--- src/rtl/seq_divider_if.sv ---
// seq_divider_if: request/result bundle between a requester and seq_divider.
// Requester -> divider: start, dividend, divisor.
// Divider -> requester: busy, done, quotient, remainder, div_zero.
interface seq_divider_if #(
    parameter int WIDTH = 32
);
    logic             start;
    logic [WIDTH-1:0] dividend;
    logic [WIDTH-1:0] divisor;
    logic             busy;
    logic             done;
    logic [WIDTH-1:0] quotient;
    logic [WIDTH-1:0] remainder;
    logic             div_zero;
    modport master (output start, dividend, divisor, input busy, done, quotient, remainder, div_zero);
    modport slave  (input start, dividend, divisor, output busy, done, quotient, remainder, div_zero);
endinterface

--- src/rtl/seq_divider.sv ---
// seq_divider: restoring unsigned divider producing one quotient bit per clock.
// Ports: clk; rst_n (asynchronous, active-low); bus (seq_divider_if.slave) carrying
//   start/dividend/divisor in and busy/done/quotient/remainder/div_zero out.
// Option: SEQ_DIVIDER_DIV_ZERO_EN makes a zero divisor skip straight to DONE with
//   div_zero=1; without it a zero divisor runs the full loop and div_zero stays 0.
module seq_divider #(
    parameter int WIDTH = 32
) (
    input logic          clk,
    input logic          rst_n,
    seq_divider_if.slave bus
);
    localparam int CW = $clog2(WIDTH) + 1;
    typedef enum logic [1:0] {IDLE, RUN, DONE} state_t;
    state_t           r_state, w_next;
    logic [WIDTH:0]   r_rem;
    logic [WIDTH-1:0] r_quo, r_div, r_quotient, r_remainder;
    logic [CW-1:0]    r_cnt;
    logic             r_div_zero;
    logic             w_accept, w_last, w_zero_skip, w_ge;
    logic [WIDTH:0]   w_rem_sh, w_rem_nx;
    logic [WIDTH-1:0] w_quo_nx;
    assign w_accept = r_state == IDLE && bus.start;
    assign w_last   = r_state == RUN && r_cnt == CW'(WIDTH - 1);
`ifdef SEQ_DIVIDER_DIV_ZERO_EN
    assign w_zero_skip = w_accept && bus.divisor == '0;
`else
    assign w_zero_skip = 1'b0;
`endif
    // restoring step: the quotient register MSB shifts into the partial remainder
    assign w_rem_sh = (r_rem << 1) | (WIDTH + 1)'(r_quo[WIDTH-1]);
    assign w_ge     = w_rem_sh >= {1'b0, r_div};
    assign w_rem_nx = w_ge ? w_rem_sh - {1'b0, r_div} : w_rem_sh;
    assign w_quo_nx = (r_quo << 1) | WIDTH'(w_ge);
    always_ff @(posedge clk or negedge rst_n) begin
        if (!rst_n) r_state <= IDLE;
        else r_state <= w_next;
    end
    always_comb begin
        w_next = r_state == IDLE ? (bus.start ? (w_zero_skip ? DONE : RUN) : IDLE) :
                 r_state == RUN  ? (w_last ? DONE : RUN) : IDLE;
    end
    always_ff @(posedge clk or negedge rst_n) begin
        if (!rst_n) begin
            r_rem       <= '0;
            r_quo       <= '0;
            r_div       <= '0;
            r_cnt       <= '0;
            r_quotient  <= '0;
            r_remainder <= '0;
            r_div_zero  <= 1'b0;
        end else if (w_accept) begin
            r_rem      <= '0;
            r_quo      <= bus.dividend;
            r_div      <= bus.divisor;
            r_cnt      <= '0;
            r_div_zero <= w_zero_skip;
            if (w_zero_skip) begin
                r_quotient  <= '1;
                r_remainder <= bus.dividend;
            end
        end else if (r_state == RUN) begin
            r_rem <= w_rem_nx;
            r_quo <= w_quo_nx;
            r_cnt <= r_cnt + CW'(1);
            if (w_last) begin
                r_quotient  <= w_quo_nx;
                r_remainder <= w_rem_nx[WIDTH-1:0];
            end
        end
    end
    assign bus.busy      = r_state == RUN;
    assign bus.done      = r_state == DONE;
    assign bus.quotient  = r_quotient;
    assign bus.remainder = r_remainder;
    assign bus.div_zero  = r_div_zero;
endmodule

--- src/flat_wrapper.sv ---
// flat-port wrapper written by rule: the top's interface ports become plain ports
module seq_divider_flat 
#(
    parameter int WIDTH = 32
)
  (clk, rst_n, bus_start, bus_dividend, bus_divisor, bus_busy, bus_done, bus_quotient, bus_remainder, bus_div_zero);
  seq_divider_if #(.WIDTH(WIDTH)) bus_i ();
  input logic clk;
  input logic rst_n;
  input wire logic [$bits(bus_i.start)-1:0] bus_start;
  input wire logic [$bits(bus_i.dividend)-1:0] bus_dividend;
  input wire logic [$bits(bus_i.divisor)-1:0] bus_divisor;
  output wire logic [$bits(bus_i.busy)-1:0] bus_busy;
  output wire logic [$bits(bus_i.done)-1:0] bus_done;
  output wire logic [$bits(bus_i.quotient)-1:0] bus_quotient;
  output wire logic [$bits(bus_i.remainder)-1:0] bus_remainder;
  output wire logic [$bits(bus_i.div_zero)-1:0] bus_div_zero;
  assign bus_i.start = bus_start;
  assign bus_i.dividend = bus_dividend;
  assign bus_i.divisor = bus_divisor;
  assign bus_busy = bus_i.busy;
  assign bus_done = bus_i.done;
  assign bus_quotient = bus_i.quotient;
  assign bus_remainder = bus_i.remainder;
  assign bus_div_zero = bus_i.div_zero;
  seq_divider #(.WIDTH(WIDTH)) u_core (.clk(clk), .rst_n(rst_n), .bus(bus_i));
endmodule
--- config.mk ---
export PLATFORM = sky130hd
export DESIGN_NAME = seq_divider_flat
export DESIGN_NICKNAME = d
export VERILOG_FILES = /design/src/rtl/seq_divider_if.sv /design/src/rtl/seq_divider.sv /design/src/flat_wrapper.sv
export SDC_FILE = /design/constraint.sdc
export NUM_CORES = 1
export LEC_CHECK = 0
export CAP_MARGIN = 20
export CELL_PAD_IN_SITES_DETAIL_PLACEMENT = 1
export CELL_PAD_IN_SITES_GLOBAL_PLACEMENT = 1
export CORE_ASPECT_RATIO = 1.75
export CORE_MARGIN = 2
export CORE_UTILIZATION = 38
export DETAILED_ROUTE_END_ITERATION = 12
export PLACE_DENSITY_LB_ADDON = 0.1
export SKIP_CTS_REPAIR_TIMING = 1
export SYNTH_ARGS = -nofsm -noshare
export SYNTH_HDL_FRONTEND = slang
export SYNTH_SLANG_ARGS = --single-unit
--- constraint.sdc ---
create_clock -name clk -period 9.2 [get_ports clk]
set_clock_uncertainty 0.1 [all_clocks]
set_input_delay 1.84 -clock clk [delete_from_list [all_inputs] [get_ports clk]]
set_output_delay 1.84 -clock clk [all_outputs]
set_load 0.02 [all_outputs]
==> results by group, run 1 <==
Synth
  – Post-synthesis mux area share: 0.03766
  – XOR/XNOR share of the synthesized area: 0.02370
  – Largest family of logic cells by synthesized area: compound AO/OA/AOI/OAI gates
  – Dominant synthesized flop cell: dfrtp_1
  – Mapped Cells: 994
  – Distinct cell type count after synthesis: 60
  – EDFF count, synth: 0
  – Post-synthesis simple-gate area fraction: 0.1604
  – Register area share after synthesis: 0.4739
  – Compound-Gate Fraction of Synth Area: 0.2075
  – Synthesis Warnings: 0
  – Ys async rst share: 1.000
  – Share of Yosys cell area claimed by the top area cell type: 0.4739
  – Post-Syn Nets: 1095
  – Synthesis-stage register bit count: 168
  – Largest cells by area after synthesis: dfrtp_1 (47%), nand2_1 (9.2%), o21ai_0 (8.2%)
  – Largest area contributor in the netlist: dfrtp_1
  – Avg Cell Area, Syn: 8.925 um2
  – Adder-cell area share of the yosys netlist: 0.04880
  – Post-Syn Area: 0.008871 mm2

STA
  – Final Hold Fails: 0
  – Fmax: 216.7 MHz
  – Final worst path period need: 4.614 ns
  – # setup viols final: 0
  – Worst slew pin tran: 0.9802 ns
  – Slew Viols, Final: 0
  – Period Utilization, post-route: 0.5015
  – Setup TNS: 0 ns
  – Rel. slew slack: 0.3466
  – Unrepaired setup endpoints after global routing: no

Clocking
  – Skew-Pair Late Insertion Delay: 0.44 ns
  – Root Driver: clkbuf_16
  – TritonCTS clock tree: yes
  – TritonCTS Buffers: 17
  – H-tree depth: 4
  – Clk slew on worst S/H paths: 0.07 ns
  – # clock sinks: 168
  – Clk buf depth: 2

Floorplanning
  – Die extent in x: 119.5 um
  – Die area: 0.02463 mm2
  – Overall die height: 206.1 um
  – Core area: 0.02315 mm2
  – Row count: 74
  – Initial core utilization: 0.3832
  – I/O pins: 134

Global routing
  – GRT Total Usage: 0.2129
  – Vias in the first global route: 8025
  – First-pass GRT wire length: 41.29 mm
  – Grt total ovfl: 0
  – Initial antenna violation count: 1
  – Largest net degree at the start of global routing: 106

Route
  – Overall routed net length: 25.09 mm
  – Vias/cell: 5.292
  – Vias post-DR: 7477
  – Post-route DRC: 0
  – WL/cell: 17.76 um
  – TritonRoute pass-1 iters: 6
  – Initial drt markers: 212
  – Final ANT Viol Nets: 0

Critical path
  – Worst Setup Start Kind: register
  – Critical Path AT: 2.67 ns
  – CP max FO: 37
  – Crit end category: output pin
  – Critical path required time: 7.26 ns
  – WS Path Type: reg -> out

Finish
  – Layout cells sized above 1: 0.05591
  – Ant diodes: 0
  – Design Area, Final: 0.01099 mm2
  – Leading cell type in the layout, fill and taps excluded: nand2_1
  – Nets: 1197
  – Area grow syn2layout: 23.91%
  – Most frequent cells in the layout: nand2_1 (216), dfrtp_1 (168), o21ai_0 (146), clkdlybuf4s50_1 (131), a21oi_1 (58)

Placed design
  – Buffers on Ports: 132
  – HPWL after detailed placement: 17.78 mm
  – Routability cong.: 0.8110
  – Post-Place Cell Area: 0.01044 mm2

Power
  – Power per cell area: 436.7 mW/mm2
  – Max rail drop VDD: 0.0001596 V
  – Leak: 4.935 nW

Flow run
  – Max Cap Violations: 0

Outcome
  – Status: completed

Worst hold path
  – Hold/Removal Path Class: reg -> reg
## flip-flops by register name (all words and copies together), names as in the netlist
register              cells
u_core.r_quo             32
u_core.r_div             32
u_core.r_cnt              6
u_core.r_state            2
u_core.bus.quotient      32
u_core.r_rem             32
u_core.bus.remainder     32
## area by class of cell
cell class	count	area, um2
fill	2700	12160
multi-input combinational	723	4265
sequential	168	4204
timing repair buffer	143	1425
clock buffer	21	460.4
tap	304	380.4
inverter	43	161.4
clock inverter	11	95.09
## report_power, final
group | leakage (nW) | switching (mW) | total (mW) | internal [mW]
Combinational | 2.58 | 1.61 | 2.77 | 1.16
Sequential | 2.09 | 0.240 | 1.34 | 1.10
Clock | 0.269 | 0.308 | 0.693 | 0.386
## cell usage after synthesis, types with 4 or more instances
library cell	number
nand2_1	217
a21oi_1	58
nand4_1	4
xor2_1	10
a22oi_1	30
nand2b_1	5
nor2b_1	39
o211ai_1	4
a21o_1	14
nor2_1	22
dfrtp_1	168
a31oi_1	8
ha_1	33
nor3_1	10
xnor2_1	14
clkbuf_1	46
o31ai_1	5
mux2i_1	27
o21bai_1	5
o21ai_0	146
inv_1	41
a211oi_1	9
buf_1	6
o21a_1	4
nand3_1	11
## worst max-delay path, cell delays in order, from the launching register on
cell,delay (ns)
dfrtp_1,0.36
buf_4,0.25
nand2b_1,0.19
buf_4,0.26
clkinv_1,0.09
buf_4,0.36
clkdlybuf4s50_1,0.69
## path summary, 6_finish.rpt
| check | slack [ns] | to | start | depth (start not counted) |
|---|---|---|---|---|
| min in group asynchronous | 1.41 | u_core.bus.remainder[11] | rst_n | 1 |
| max | 4.59 | bus_busy | u_core.r_state[1] | 6 |
| max in group asynchronous | 6.13 | u_core.r_div[21] | rst_n | 2 |
| min reg2reg | 0.37 | u_core.bus.quotient[22] | u_core.bus.quotient[22] | 2 |
| min | 0.37 | u_core.bus.quotient[22] | u_core.bus.quotient[22] | 2 |
| max reg2reg | 5.23 | u_core.bus.remainder[0] | u_core.r_div[3] | 12 |
## layer usage
| metal | vias up | track usage | part of all wire |
|---|---|---|---|
| li1 | 3620 | - | - |
| met1 | 3726 | 0.2233 | 0.38 |
| met2 | 99 | 0.4141 | 0.57 |
| met3 | 32 | 0.04581 | 0.033 |
| met4 | 0 | 0.07143 | 0.020 |
| met5 | - | 0 | 0 |
## through the flow
| stage | cells | hold slack, ns | power [mW] | util | worst slack [ns] |
|---|---|---|---|---|---|
| floorplan | 994 | 0.3498 | 3.279 | - | 5.823 |
| finish | 1413 | 0.3747 | 4.800 | 0.4749 | 4.586 |
| global route | 1413 | 0.4113 | 5.225 | 0.4749 | 4.437 |
| CTS | 1413 | 0.3798 | 4.884 | 0.4749 | 4.524 |
| detailed placement | 1381 | 0.3630 | 4.158 | 0.4509 | 5.008 |
| global placement | 1380 | 0.3617 | 4.085 | 0.4497 | 4.577 |
## cell families after synthesis
family | count (synthesis)
AO/OA/AOI/OAI | 308
XOR/XNOR | 24
adder cells (fa/ha/maj) | 34
buffers and inverters | 103
flip-flops | 168
multiplexers | 32
other | 1
AND/OR/NAND/NOR | 324
Note: power is estimated with default switching activity, not from simulation.
==> run 2: changes to the inputs <==
- CORE_UTILIZATION: 38 -> 37
- clock period: 9.2 -> 3.85 ns (I/O delays scaled with it)
==> run 2 against run 1 <==
Power rose by 140%. Register-to-register slack got worse by 5.0 ns. Final cell count rose by 0.85%. Via count fell by 0.35%. Sequential share of layout area fell by 0.37 points.
==> results by group, run 2 (synthesis gave the netlist of run 1 again) <==
Power
  – Sw Share: 0.4458 (-0.004070)
  – Combinational fraction of design power: 0.576 (about the same)
  – Max rail drop VDD: 0.0003669 V (+130%)
  – Power per cell area: 1051 mW/mm2 (+140%)
  – Clock power share: 0.151 (+0.007)
  – P_sw: 5.201 mW (+140%)
  – Register share of total power: 0.273 (-0.005)
  – Leak: 4.987 nW (+1.1%)
  – Internal power: 6.467 mW (+140%)

Route
  – Overall routed net length: 25.94 mm (+3.4%)
  – Vias/cell: 5.229 (-1.2%)
  – Post-route DRC: 0 (unchanged)
  – TritonRoute pass-1 iters: 4 (-2)
  – Final ANT Viol Nets: 0 (unchanged)
  – WL/cell: 18.20 um (+2.5%)
  – Vias post-DR: 7451 (-0.35%)
  – Initial drt markers: 227 (+7.1%)

Floorplanning
  – Initial core utilization: 0.3736 (-0.009594)
  – Die area: 0.02528 mm2 (+2.6%)
  – Core area: 0.02374 mm2 (+2.6%)
  – Die extent in x: 121.1 um (+1.3%)
  – Row count: 75 (+1.4%)
  – I/O pins: 134 (unchanged)
  – Overall die height: 208.8 um (+1.3%)

Finish
  – Leading cell type in the layout, fill and taps excluded: nand2_1
  – Area grow syn2layout: 25.12%
  – Ant diodes: 0 (unchanged)
  – Design Area, Final: 0.01110 mm2 (+0.98%)
  – Finished Core Util: 0.4675 (-0.007355)
  – Layout cells sized above 1: 0.06267 (+0.006762)
  – Nets: 1205 (+0.67%)
  – Most frequent cells in the layout: nand2_1 (216), dfrtp_1 (168), o21ai_0 (146), clkdlybuf4s50_1 (131), a21oi_1 (58)

Global routing
  – Grt total ovfl: 0 (unchanged)
  – M2 GR Usage: 0.4097 (-0.004357)
  – GRT Total Usage: 0.2154 (+0.002504)
  – Vias in the first global route: 8107 (+1.0%)
  – Top Usage Layer GRT: met2
  – Largest net degree at the start of global routing: 95 (-10%)
  – Initial antenna violation count: 0 (-1)
  – First-pass GRT wire length: 42.81 mm (+3.7%)
  – GR Util met1: 0.2348 (+0.01148)
  – Met3 GRT Util: 0.04503 (-0.0007730)

Outcome
  – Status: completed

Placed design
  – Post-Place Cell Area: 0.01051 mm2 (+0.67%)
  – Buffers on Ports: 132 (unchanged)
  – HPWL after detailed placement: 18.37 mm (+3.3%)
  – Routability cong.: 0.8241 (+1.6%)

Flow run
  – Max Cap Violations: 0 (unchanged)

Clocking
  – TritonCTS Buffers: 17 (unchanged)
  – # clock sinks: 168 (unchanged)
  – Skew-Pair Late Insertion Delay: 0.45 ns (about the same)
  – H-tree depth: 4 (unchanged)
  – Root Driver: clkbuf_16
  – Clk buf depth: 2 (unchanged)
  – TritonCTS clock tree: yes
  – Clk slew on worst S/H paths: 0.07 ns (about the same)

STA
  – Rel. slew slack: 0.3329 (-0.01366)
  – Fmax: 277.4 MHz
  – # setup viols final: 0 (unchanged)
  – Final Hold Fails: 0 (unchanged)
  – Unrepaired setup endpoints after global routing: no
  – Slew Viols, Final: 0 (unchanged)
  – Worst slew pin tran: 1.001 ns (+0.02049 ns)
  – Period Utilization, post-route: 0.9364
  – Setup TNS: 0 ns (unchanged)
  – Final worst path period need: 3.605 ns

Critical path
  – R2R cell count: 12 (unchanged)
  – Critical path required time: 4.03 ns (-3.23 ns)
  – Critical Path AT: 3.78 ns (+1.11 ns)
  – Worst Setup Start Kind: register
  – WS Path Type: reg -> reg
  – FF-to-FF setup slack: 0.25 ns (-4.98 ns)
  – Crit end category: register
  – CP max FO: 4 (-89%)

Worst hold path
  – Hold/Removal Path Class: in -> async
[run 2: cell types whose count changed in the layout (fill, tap and decap cells not counted), sizes merged]
cell,before,now
inv,43,42
clkinv,7,6
clkbuf,21,22
buf,12,20
bufinv,1,2
[run 2: final cells by class]
class / instances / area [um2]
timing repair buffer: 151 / 1490
inverter: 43 / 161.4
multi-input combinational: 723 / 4265
clock inverter: 10 / 118.9
clock buffer: 22 / 474.2
sequential: 168 / 4204
fill: 2744 / 12640
tap: 308 / 385.4
[run 2: worst max-delay path: stages (launching register included)]
cell	delay, ns
dfrtp_1	0.39
ha_1	0.23
fa_1	0.41
nor2b_1	0.18
o2111ai_1	0.25
a2111oi_0	0.70
o31ai_1	0.21
a31oi_1	0.18
buf_4	0.17
o21ai_0	0.10
a21o_1	0.20
a31oi_1	0.22
o21ai_0	0.11
[run 2: power groups by stage]
stage                     clock network, mW  registers [mW]  logic [mW]
after detailed placement                  0            3.20        6.81
after CTS                              1.80            3.19        6.84
after floorplan                           0            3.33        4.50
final                                  1.76            3.18        6.72
after global routing                   1.87            3.29        7.51
after global placement                    0            3.18        6.67
[run 2: path summary, 6_finish.rpt]
path	from	endpoint
max reg2reg	u_core.r_div[0]	u_core.bus.remainder[22]
min	rst_n	u_core.bus.remainder[6]
max	u_core.r_div[0]	u_core.bus.remainder[22]
min reg2reg	u_core.bus.remainder[13]	u_core.bus.remainder[13]
max in group asynchronous	rst_n	u_core.r_div[10]
min in group clk	u_core.bus.remainder[13]	u_core.bus.remainder[13]
[run 2: stage by stage]
step	power [mW]	hold WS [ns]	std cells	worst slack [ns]
floorplan	7.835	0.3498	994	0.8438
global placement	9.860	0.3589	1393	0.4822
detailed placement	10.02	0.3623	1393	0.3215
CTS	11.83	0.2473	1425	0.2724
global route	12.68	0.2617	1425	0.01999
finish	11.67	0.2152	1425	0.2450
[run 2: layer usage]
metal  share of wire  vias to the layer above
met2            0.56                       94
met1            0.39                     3707
met4           0.014                        0
met5               0                        -
li1                -                     3628
met3           0.033                       22
